`config.mk`:
```
export PLATFORM = sky130hd
export DESIGN_NAME = sram_march_bist
export DESIGN_NICKNAME = d
export VERILOG_FILES = /design/src/rtl/sram_bist_pkg.sv /design/src/rtl/sram_bist_checker.sv /design/src/rtl/sram_march_bist.sv
export SDC_FILE = /design/constraint.sdc
export NUM_CORES = 1
export LEC_CHECK = 0
export ABC_CLOCK_PERIOD_IN_PS = 5880
export CORE_MARGIN = 2
export CORE_UTILIZATION = 53
export CTS_BUF_LIST = sky130_fd_sc_hd__clkbuf_16
export DETAILED_ROUTE_END_ITERATION = 16
export PLACE_DENSITY = 0.91
export SETUP_SLACK_MARGIN = 0.02
export SYNTH_ARGS = -nofsm -noshare
export SYNTH_HDL_FRONTEND = slang
export SYNTH_SLANG_ARGS = --single-unit
```
`constraint.sdc`:
```
create_clock -name clk -period 5.88 [get_ports clk]
set_input_delay 0.882 -clock clk [delete_from_list [all_inputs] [get_ports clk]]
set_output_delay 0.882 -clock clk [all_outputs]
set_load 0.02 [all_outputs]
```
`src/rtl/sram_bist_pkg.sv`:
```
// Shared types and March C- element tables for the SRAM BIST controller.
// Bit/entry e of each table describes element Me.
package sram_bist_pkg;

    typedef enum logic [1:0] {
        S_IDLE,
        S_RUN,
        S_DRAIN,
        S_DONE
    } state_t;

    typedef enum logic {
        OP_R,
        OP_W
    } op_t;

    localparam logic [2:0] M0 = 3'd0;
    localparam logic [2:0] M1 = 3'd1;
    localparam logic [2:0] M2 = 3'd2;
    localparam logic [2:0] M3 = 3'd3;
    localparam logic [2:0] M4 = 3'd4;
    localparam logic [2:0] M5 = 3'd5;

    // Tables are padded to 8 entries so a 3-bit index never runs off the end.
    localparam logic [7:0] ELEM_DOWN   = 8'b0001_1000;
    localparam logic [7:0] ELEM_HAS_RD = 8'b0011_1110;
    localparam logic [7:0] ELEM_RD_POL = 8'b0001_0100;
    localparam logic [7:0] ELEM_WR_POL = 8'b0000_1010;

    localparam logic [1:0] ELEM_NOPS [8] = '{
        2'd1, 2'd2, 2'd2, 2'd2, 2'd2, 2'd1, 2'd1, 2'd1
    };

    localparam logic [63:0] CHECKER_WORD = {8{8'h55}};

endpackage

```
`src/rtl/sram_bist_checker.sv`:
```
// Read-data checker: delays expected word/address/element by RD_LAT,
// compares every macro, keeps sticky fail flags and the first failure.
module sram_bist_checker
    import sram_bist_pkg::*;
#(
    parameter int ADDR_W     = 10,
    parameter int DATA_W     = 8,
    parameter int NUM_MACROS = 4,
    parameter int RD_LAT     = 1
) (
    input  logic                         clk,
    input  logic                         rst,
    input  logic                         i_clear,
    input  logic                         i_vld,
    input  logic [DATA_W-1:0]            i_exp,
    input  logic [ADDR_W-1:0]            i_addr,
    input  logic [2:0]                   i_elem,
    input  logic [NUM_MACROS*DATA_W-1:0] i_q,
    output logic [NUM_MACROS-1:0]        o_fail_map,
    output logic [ADDR_W-1:0]            o_fail_addr,
    output logic [2:0]                   o_fail_elem
);

    logic [RD_LAT-1:0]     r_vld;
    logic [DATA_W-1:0]     r_exp  [RD_LAT];
    logic [ADDR_W-1:0]     r_addr [RD_LAT];
    logic [2:0]            r_elem [RD_LAT];
    logic [NUM_MACROS-1:0] r_map;
    logic [ADDR_W-1:0]     r_faddr;
    logic [2:0]            r_felem;
    logic [NUM_MACROS-1:0] w_mis;

    always_comb begin
        w_mis = '0;
        for (int i = 0; i < NUM_MACROS; i++) begin
            w_mis[i] = r_vld[RD_LAT-1] &&
                (i_q[i*DATA_W +: DATA_W] != r_exp[RD_LAT-1]);
        end
    end

    always_ff @(posedge clk) begin
        if (rst || i_clear) begin
            r_vld   <= '0;
            r_map   <= '0;
            r_faddr <= '0;
            r_felem <= '0;
            for (int i = 0; i < RD_LAT; i++) begin
                r_exp[i]  <= '0;
                r_addr[i] <= '0;
                r_elem[i] <= '0;
            end
        end else begin
            r_vld[0]  <= i_vld;
            r_exp[0]  <= i_exp;
            r_addr[0] <= i_addr;
            r_elem[0] <= i_elem;
            for (int i = 1; i < RD_LAT; i++) begin
                r_vld[i]  <= r_vld[i-1];
                r_exp[i]  <= r_exp[i-1];
                r_addr[i] <= r_addr[i-1];
                r_elem[i] <= r_elem[i-1];
            end
            r_map <= r_map | w_mis;
            // An empty map means no failure has been seen yet this run.
            if (r_map == '0 && w_mis != '0) begin
                r_faddr <= r_addr[RD_LAT-1];
                r_felem <= r_elem[RD_LAT-1];
            end
        end
    end

    assign o_fail_map  = r_map;
    assign o_fail_addr = r_faddr;
    assign o_fail_elem = r_felem;

endmodule

```
`src/rtl/sram_march_bist.sv`:
```
// March C- BIST controller driving NUM_MACROS SRAM macros from one shared
// bus; one op per cycle, drain for RD_LAT cycles, then report.
module sram_march_bist
    import sram_bist_pkg::*;
#(
    parameter int ADDR_W     = 10,
    parameter int DATA_W     = 8,
    parameter int NUM_MACROS = 4,
    parameter int RD_LAT     = 1
) (
    input  logic                         clk,
    input  logic                         rst,
    input  logic                         start,
    input  logic                         bg_sel,
    output logic                         busy,
    output logic                         done,
    output logic                         pass,
    output logic [NUM_MACROS-1:0]        fail_map,
    output logic [ADDR_W-1:0]            fail_addr,
    output logic [2:0]                   fail_elem,
    output logic [NUM_MACROS-1:0]        sram_cen,
    output logic                         sram_gwen,
    output logic [DATA_W-1:0]            sram_wen,
    output logic [ADDR_W-1:0]            sram_a,
    output logic [DATA_W-1:0]            sram_d,
    input  logic [NUM_MACROS*DATA_W-1:0] sram_q
);

    state_t            r_state, w_nxt_state;
    logic [2:0]        r_elem, w_nxt_elem;
    logic [ADDR_W-1:0] r_addr, w_nxt_addr;
    logic              r_phase, w_nxt_phase;
    logic [1:0]        r_drn, w_nxt_drn;
    logic              r_bg, w_nxt_bg;

    logic              w_clear;
    logic              w_run;
    op_t               w_op;
    logic              w_last_op;
    logic              w_last_addr;
    logic [2:0]        w_inc;
    logic [DATA_W-1:0] w_d0;
    logic [DATA_W-1:0] w_val;

    assign w_run = (r_state == S_RUN);
    assign w_inc = r_elem + 3'd1;

    always_comb begin
        w_d0 = '0;
        if (r_bg) begin
            w_d0 = CHECKER_WORD[DATA_W-1:0] ^ {DATA_W{r_addr[0]}};
        end
        w_op = (ELEM_HAS_RD[r_elem] && !r_phase) ? OP_R : OP_W;
        if (w_op == OP_R) begin
            w_val = ELEM_RD_POL[r_elem] ? ~w_d0 : w_d0;
        end else begin
            w_val = ELEM_WR_POL[r_elem] ? ~w_d0 : w_d0;
        end
        w_last_op = ({1'b0, r_phase} == ELEM_NOPS[r_elem] - 2'd1);
        w_last_addr = ELEM_DOWN[r_elem] ? (r_addr == '0) : (r_addr == '1);
    end

    always_comb begin
        w_nxt_state = r_state;
        w_nxt_elem  = r_elem;
        w_nxt_addr  = r_addr;
        w_nxt_phase = r_phase;
        w_nxt_drn   = r_drn;
        w_nxt_bg    = r_bg;
        w_clear     = 1'b0;
        unique case (r_state)
            S_IDLE, S_DONE: begin
                if (start) begin
                    w_clear     = 1'b1;
                    w_nxt_state = S_RUN;
                    w_nxt_elem  = M0;
                    w_nxt_addr  = '0;
                    w_nxt_phase = 1'b0;
                    w_nxt_bg    = bg_sel;
                end
            end
            S_RUN: begin
                if (!w_last_op) begin
                    w_nxt_phase = 1'b1;
                end else begin
                    w_nxt_phase = 1'b0;
                    if (!w_last_addr) begin
                        w_nxt_addr = ELEM_DOWN[r_elem] ?
                            r_addr - 1'b1 : r_addr + 1'b1;
                    end else if (r_elem == M5) begin
                        w_nxt_state = S_DRAIN;
                        w_nxt_drn   = '0;
                    end else begin
                        w_nxt_elem = w_inc;
                        w_nxt_addr = ELEM_DOWN[w_inc] ? '1 : '0;
                    end
                end
            end
            S_DRAIN: begin
                if (r_drn == 2'(RD_LAT - 1)) begin
                    w_nxt_state = S_DONE;
                end else begin
                    w_nxt_drn = r_drn + 2'd1;
                end
            end
            default: begin
                w_nxt_state = S_IDLE;
            end
        endcase
    end

    always_ff @(posedge clk) begin
        if (rst) begin
            r_state <= S_IDLE;
            r_elem  <= M0;
            r_addr  <= '0;
            r_phase <= 1'b0;
            r_drn   <= '0;
            r_bg    <= 1'b0;
        end else begin
            r_state <= w_nxt_state;
            r_elem  <= w_nxt_elem;
            r_addr  <= w_nxt_addr;
            r_phase <= w_nxt_phase;
            r_drn   <= w_nxt_drn;
            r_bg    <= w_nxt_bg;
        end
    end

    assign sram_cen  = w_run ? '0 : '1;
    assign sram_gwen = !(w_run && w_op == OP_W);
    assign sram_wen  = (w_run && w_op == OP_W) ? '0 : '1;
    assign sram_a    = w_run ? r_addr : '0;
    assign sram_d    = w_run ? w_val : '0;

    sram_bist_checker #(
        .ADDR_W     (ADDR_W),
        .DATA_W     (DATA_W),
        .NUM_MACROS (NUM_MACROS),
        .RD_LAT     (RD_LAT)
    ) u_chk (
        .clk         (clk),
        .rst         (rst),
        .i_clear     (w_clear),
        .i_vld       (w_run && w_op == OP_R),
        .i_exp       (w_val),
        .i_addr      (r_addr),
        .i_elem      (r_elem),
        .i_q         (sram_q),
        .o_fail_map  (fail_map),
        .o_fail_addr (fail_addr),
        .o_fail_elem (fail_elem)
    );

    assign busy = (r_state == S_RUN) || (r_state == S_DRAIN);
    assign done = (r_state == S_DONE);
    assign pass = done && (fail_map == '0);

endmodule

```
==> reports/results.ini <==
[status]
status=finished, final reports clean

[route]
viasPerCell=5.74
drt_first_pass_iters=4
drt_iter0_markers=128
wl_per_cell_um=15.0
ant_nets=0
totalWireLength_um=7820
vias=2996
drc=0

[yosys]
postSynthCellCount=383
syn-num-nets=440
syn_avg_cell_area_um2=8.63
synthTopCellsByArea=dfxtp_1 (34%), ha_1 (7.6%), and2_1 (4.9%)
synthArstFlopShare_pct=0
synth_top_area_share_pct=33.9
synth_cell_type_count=56
synth-edff-count=0
ys.warnings.count=0
ys_seq_elements=56
synth_top_cell_by_area=dfxtp_1
seq_area_frac_synth_pct=33.9
netlist_area_mm2=0.00330
yosys_most_used_dff=dfxtp_1

[grt]
grt_pass1_wl_um=13100
grt.overflow.total=0
grt_max_degree=41
grtUsageTotal_pct=22.7
antenna_found_initial=0
grt_pass1_vias=2799

[pwr]
powerDensity_mw_per_mm2=271
ir_drop_uv=171
switching_power_uw=414
seqPwrFrac_pct=36.1
power_leakage_nw=1.58
intPower_uw=727
clkPwrFrac_pct=25.6
switching_share_pct=36.3
combPwrFrac_pct=38.3

[critical_path]
required_ps=5000
crit_path_max_incr_delay_ps=770
worstSetupEndpointType=primary output
crit_type=reg -> out
critPathArrivalTime_ps=2480
cp_max_fo=28
cp-start-kind=flop
cp_slowest_cell=ha_1
path_cells=ha_1 -> nand2b_1 -> clkdlybuf4s50_1
cp_top_family=adder cells
cp_num_buf_inv=1

[timing]
period_share_pct=57.2
min_period_ps=3360
fin_skew_ps=5.06
setup-violations-final=0
max_freq_ghz=0.297
relSlewSlack_pct=11.1
hold_viol_final=0
report.final.slew_viol_count=0
worst_pin_slew_ps=1320
finalSetupTns_ps=0
rsz0062_at_grt=false

[min_path]
hp-class=reg -> reg

[clocking]
cts_buffers=5
h-tree-depth=2
tritoncts=yes
ctsHoldBuffers=0
cts_buffer_depth=2
clk_transition_reported_paths_ps=70
post_cts_resized=0
post-cts-setup-buffers=0
root_buffer=clkbuf_16
clock_latency_ps=290
clock-sinks=56

[place]
place_congestion=0.854
place_hpwl_um=5980
dp.cells=514
port-buffer-count=86
placed_area_mm2=0.00406

[floorplan]
fp.dieW_um=83.0
core_mm2=0.00599
die-area_mm2=0.00688
io_pins=87
rows=28
die_h_um=83.0
start_util_pct=55.2

[finish]
num-fill-cells=412
fin_nets=503
register_area_mm2=0.00112
multiInputGateArea_mm2=0.00192
final_layout_size_suffix_gt1_share_pct=7.38
syn2layout_area_growth_pct=27.5
layout_common_cells=clkdlybuf4s50_1 (86), dfxtp_1 (56), nand2_1 (33)
diodes=0
final_area_mm2=0.00421
fin_cells=522
final_common_cell=clkdlybuf4s50_1

[run]
drv_cap=0

-- metrics by stage --
stage | total power, mW | hold WS (ps) | util, % | setup WS, ps
5_1_grt | 1.19 | 459 | 70.3 | 2310
6_report | 1.14 | 440 | 70.3 | 2520
2_1_floorplan | 0.727 | 414 | - | 3310
3_5_place_dp | 0.852 | 436 | 67.8 | 2680
3_3_place_gp | 0.842 | 423 | 67.8 | 2750
4_1_cts | 1.14 | 446 | 70.3 | 2530
-- synth_stat cells, drive strengths merged, types with 4 or more instances --
| library cell | number |
|---|---|
| buf | 24 |
| nand3 | 18 |
| or4 | 10 |
| o21ai | 29 |
| nand2 | 33 |
| nor2 | 24 |
| dfxtp | 56 |
| and3 | 4 |
| inv | 14 |
| a21boi | 6 |
| xnor2 | 7 |
| nor3 | 8 |
| clkbuf | 8 |
| ha | 20 |
| a21oi | 21 |
| nand4 | 13 |
| mux2i | 14 |
| a211oi | 6 |
| and2 | 26 |
-- final timing paths --
path,endpoint,slack (ps),cells past startpoint,start
worst max-delay path,sram_wen[0],2520,3,r_state[0]$_SDFFE_PP0P_
worst min-delay path,u_chk.o_fail_elem[0]$_SDFFE_PP0P_,440,2,u_chk.r_elem[0][0]$_SDFF_PP0_
worst max register to register,r_addr[8]$_SDFFE_PP0P_,2580,7,r_state[0]$_SDFFE_PP0P_
worst min register to register,u_chk.o_fail_elem[0]$_SDFFE_PP0P_,440,2,u_chk.r_elem[0][0]$_SDFF_PP0_
-- flip-flops by register name, summed over array words and instances, names as in the netlist, 3 cells and up, named ones only --
name               cells
r_addr                10
u_chk.o_fail_map       4
u_chk.o_fail_elem      3
u_chk.r_elem           3
u_chk.r_addr          10
r_elem                 3
u_chk.o_fail_addr     10
-- cell type report --
class / instances / area share, %
multi-input cells: 281 / 45.6
flip-flops and latches: 56 / 26.6
repair buffers: 88 / 20.8
clock buffers: 5 / 2.97
well taps: 75 / 2.23
inverters: 14 / 1.25
clock inverters: 3 / 0.564
-- tightest hold or removal path, stage by stage, from the launching register on --
cell and delay, ps:
dfxtp_1 300, nand2_1 50, o21ai_1 50
-- metal layers --
metal / vias to the layer above / part of all wire, % / global-route usage (%)
met2: 109 / 50 / 38.8
li1: 1479 / - / -
met3: 13 / 6.3 / 4.97
met1: 1395 / 41 / 28.0
met4: 0 / 2.1 / 8.35
met5: - / 0 / 0
-- power by group through the flow --
stage,clock (mW),combinational [mW],sequential [mW]
floorplan,0,0.316,0.411
global placement,0,0.423,0.419
detailed placement,0,0.432,0.420
CTS,0.295,0.435,0.411
global route,0.313,0.465,0.415
finish,0.292,0.437,0.411
-- cell families after synthesis --
kind of cell	Yosys count	share of synthesized area [%]
and+or+nand+nor	151	25.2
AOI/OAI and AO/OA	85	17.5
DFF	56	33.9
buffers and inverters	46	8.06
adders and majority gates	21	8.18
muxes	14	4.24
xor gates and xnor gates	10	2.88
Note: power is estimated with default switching activity, not from simulation.
==> RTL edit (same flow settings) <==
Re-encode `state_t` (4 states) as one-hot, 4 bits wide.
--- a/src/rtl/sram_bist_pkg.sv
+++ b/src/rtl/sram_bist_pkg.sv
@@ -2,11 +2,11 @@
 // Bit/entry e of each table describes element Me.
 package sram_bist_pkg;
 
-    typedef enum logic [1:0] {
-        S_IDLE,
-        S_RUN,
-        S_DRAIN,
-        S_DONE
+    typedef enum logic [3:0] {
+        S_IDLE  = 4'b0001,
+        S_RUN   = 4'b0010,
+        S_DRAIN = 4'b0100,
+        S_DONE  = 4'b1000
     } state_t;
 
     typedef enum logic {
Formal check against the unedited RTL: no difference found for any inputs over 10 cycles, from zero or initial values and one cycle with rst high; not proved beyond that.
==> RTL edit against the original RTL <==
Sequential cell count is 2 higher. Clock skew is 0.0014 ns higher. First-iteration DRC count down 27%. Cell area is 3.5% higher. Worst setup slack worse by 0.11 ns. Final cell count is the same. Area after synthesis shrank 1.0%. Sequential share of layout area about the same. Fmax shrank 3.2%. Non-clock buffer count did not move. Highest routed layer unchanged. Routed wire length is 7.4% higher.
Power is not compared: it rests on default switching activity, and its combinational part moved more than twofold at a synthesized area within 25%.
==> RTL edit: results (changes against the original RTL) <==
CP Capture Point - sram_d[5]
Syn Inst Count - 374 (-2.3%)
Final net count - 494 (-1.8%)
Post-place setup slack - 2.66 ns (-0.0177 ns)
Slowest cell delay on critical path - 0.72 ns (-0.05 ns)
Hold Startpoint - u_chk.r_addr[0][6]
Max Fanout on Critical Path - 17 (-39%)
Syn Nets - 426 (-3.2%)
GPL Wtd Cong - 0.884 (+3.5%)
Number of global-route vias before repair - 2,927 (+4.6%)
Distinct cells, synth - 59 (+5.4%)
Post-Route Utilization - 0.732 (+0.0287)
WL met1 - 3370 um (+4.4%)
R2R cell count - 6 (-1)
GRT Util Overall - 0.261 (+0.0343)
Seq/Total Area, Yosys - 0.355 (+0.0157)
Clock Pin Slew Worst Setup and Hold Paths - 0.05 ns (-0.02 ns)
CTS buffer count - 9 (+4)
HPWL Detailed - 5880 um (-1.6%)
Final Cycle Share - 0.590 (+0.0187)
M3 GR Usage - 0.0739 (+0.0242)
Met2 WL - 4350 um (+11%)
CP top delay family - simple AND/OR/NAND/NOR gates
Layout cells sized above 1 - 0.0828 (+0.00895)
Wire length of the first global-routing pass - 13,600 um (+3.9%)
Synth area leaders - dfxtp_1 (36%), ha_1 (5.7%), and2_1 (5.0%)
R2r setup slk - 3.04 ns (+0.46 ns)
Met2 GRT Util - 0.480 (+0.0920)
Outcome - completed
Worst R2R Start - r_addr[0]
Met1 Resource Use GR - 0.283 (+0.00325)
DR iter-0 viols - 94 (-27%)
DR WL/cell - 16.1 um (+7.4%)
Met3 wire len - 459 um (-7.5%)
Min Hold Slack - 0.434 ns (-0.00613 ns)
-- RTL edit: layout make-up --
cell class / count / area share
clock inverter: 7 / 0.0215
clock buffer: 9 / 0.0517
sequential: 58 / 0.266
tap: 75 / 0.0215
timing repair buffer: 88 / 0.201
inverter: 7 / 0.00603
multi-input combinational: 278 / 0.432
-- RTL edit: worst register-to-register path: stages, from the launching register on --
cell	delay, ns
dfxtp_1	0.61
nand4_1	0.16
nor3_1	0.54
nor2_1	0.25
o21ai_0	0.63
nor2_1	0.15
a221o_1	0.38
-- RTL edit: logic make-up (layout without fill, tap and decap cells) --
family                     after synthesis  in the layout  share of synthesized area
buffers and inverters                   38            111                     0.0715
and+or+nand+nor                        156            156                      0.253
adders and majority gates               16             16                     0.0635
muxes                                   18             18                     0.0570
AOI/OAI and AO/OA                       77             77                      0.170
DFF                                     58             58                      0.355
xor gates and xnor gates                11             11                     0.0295
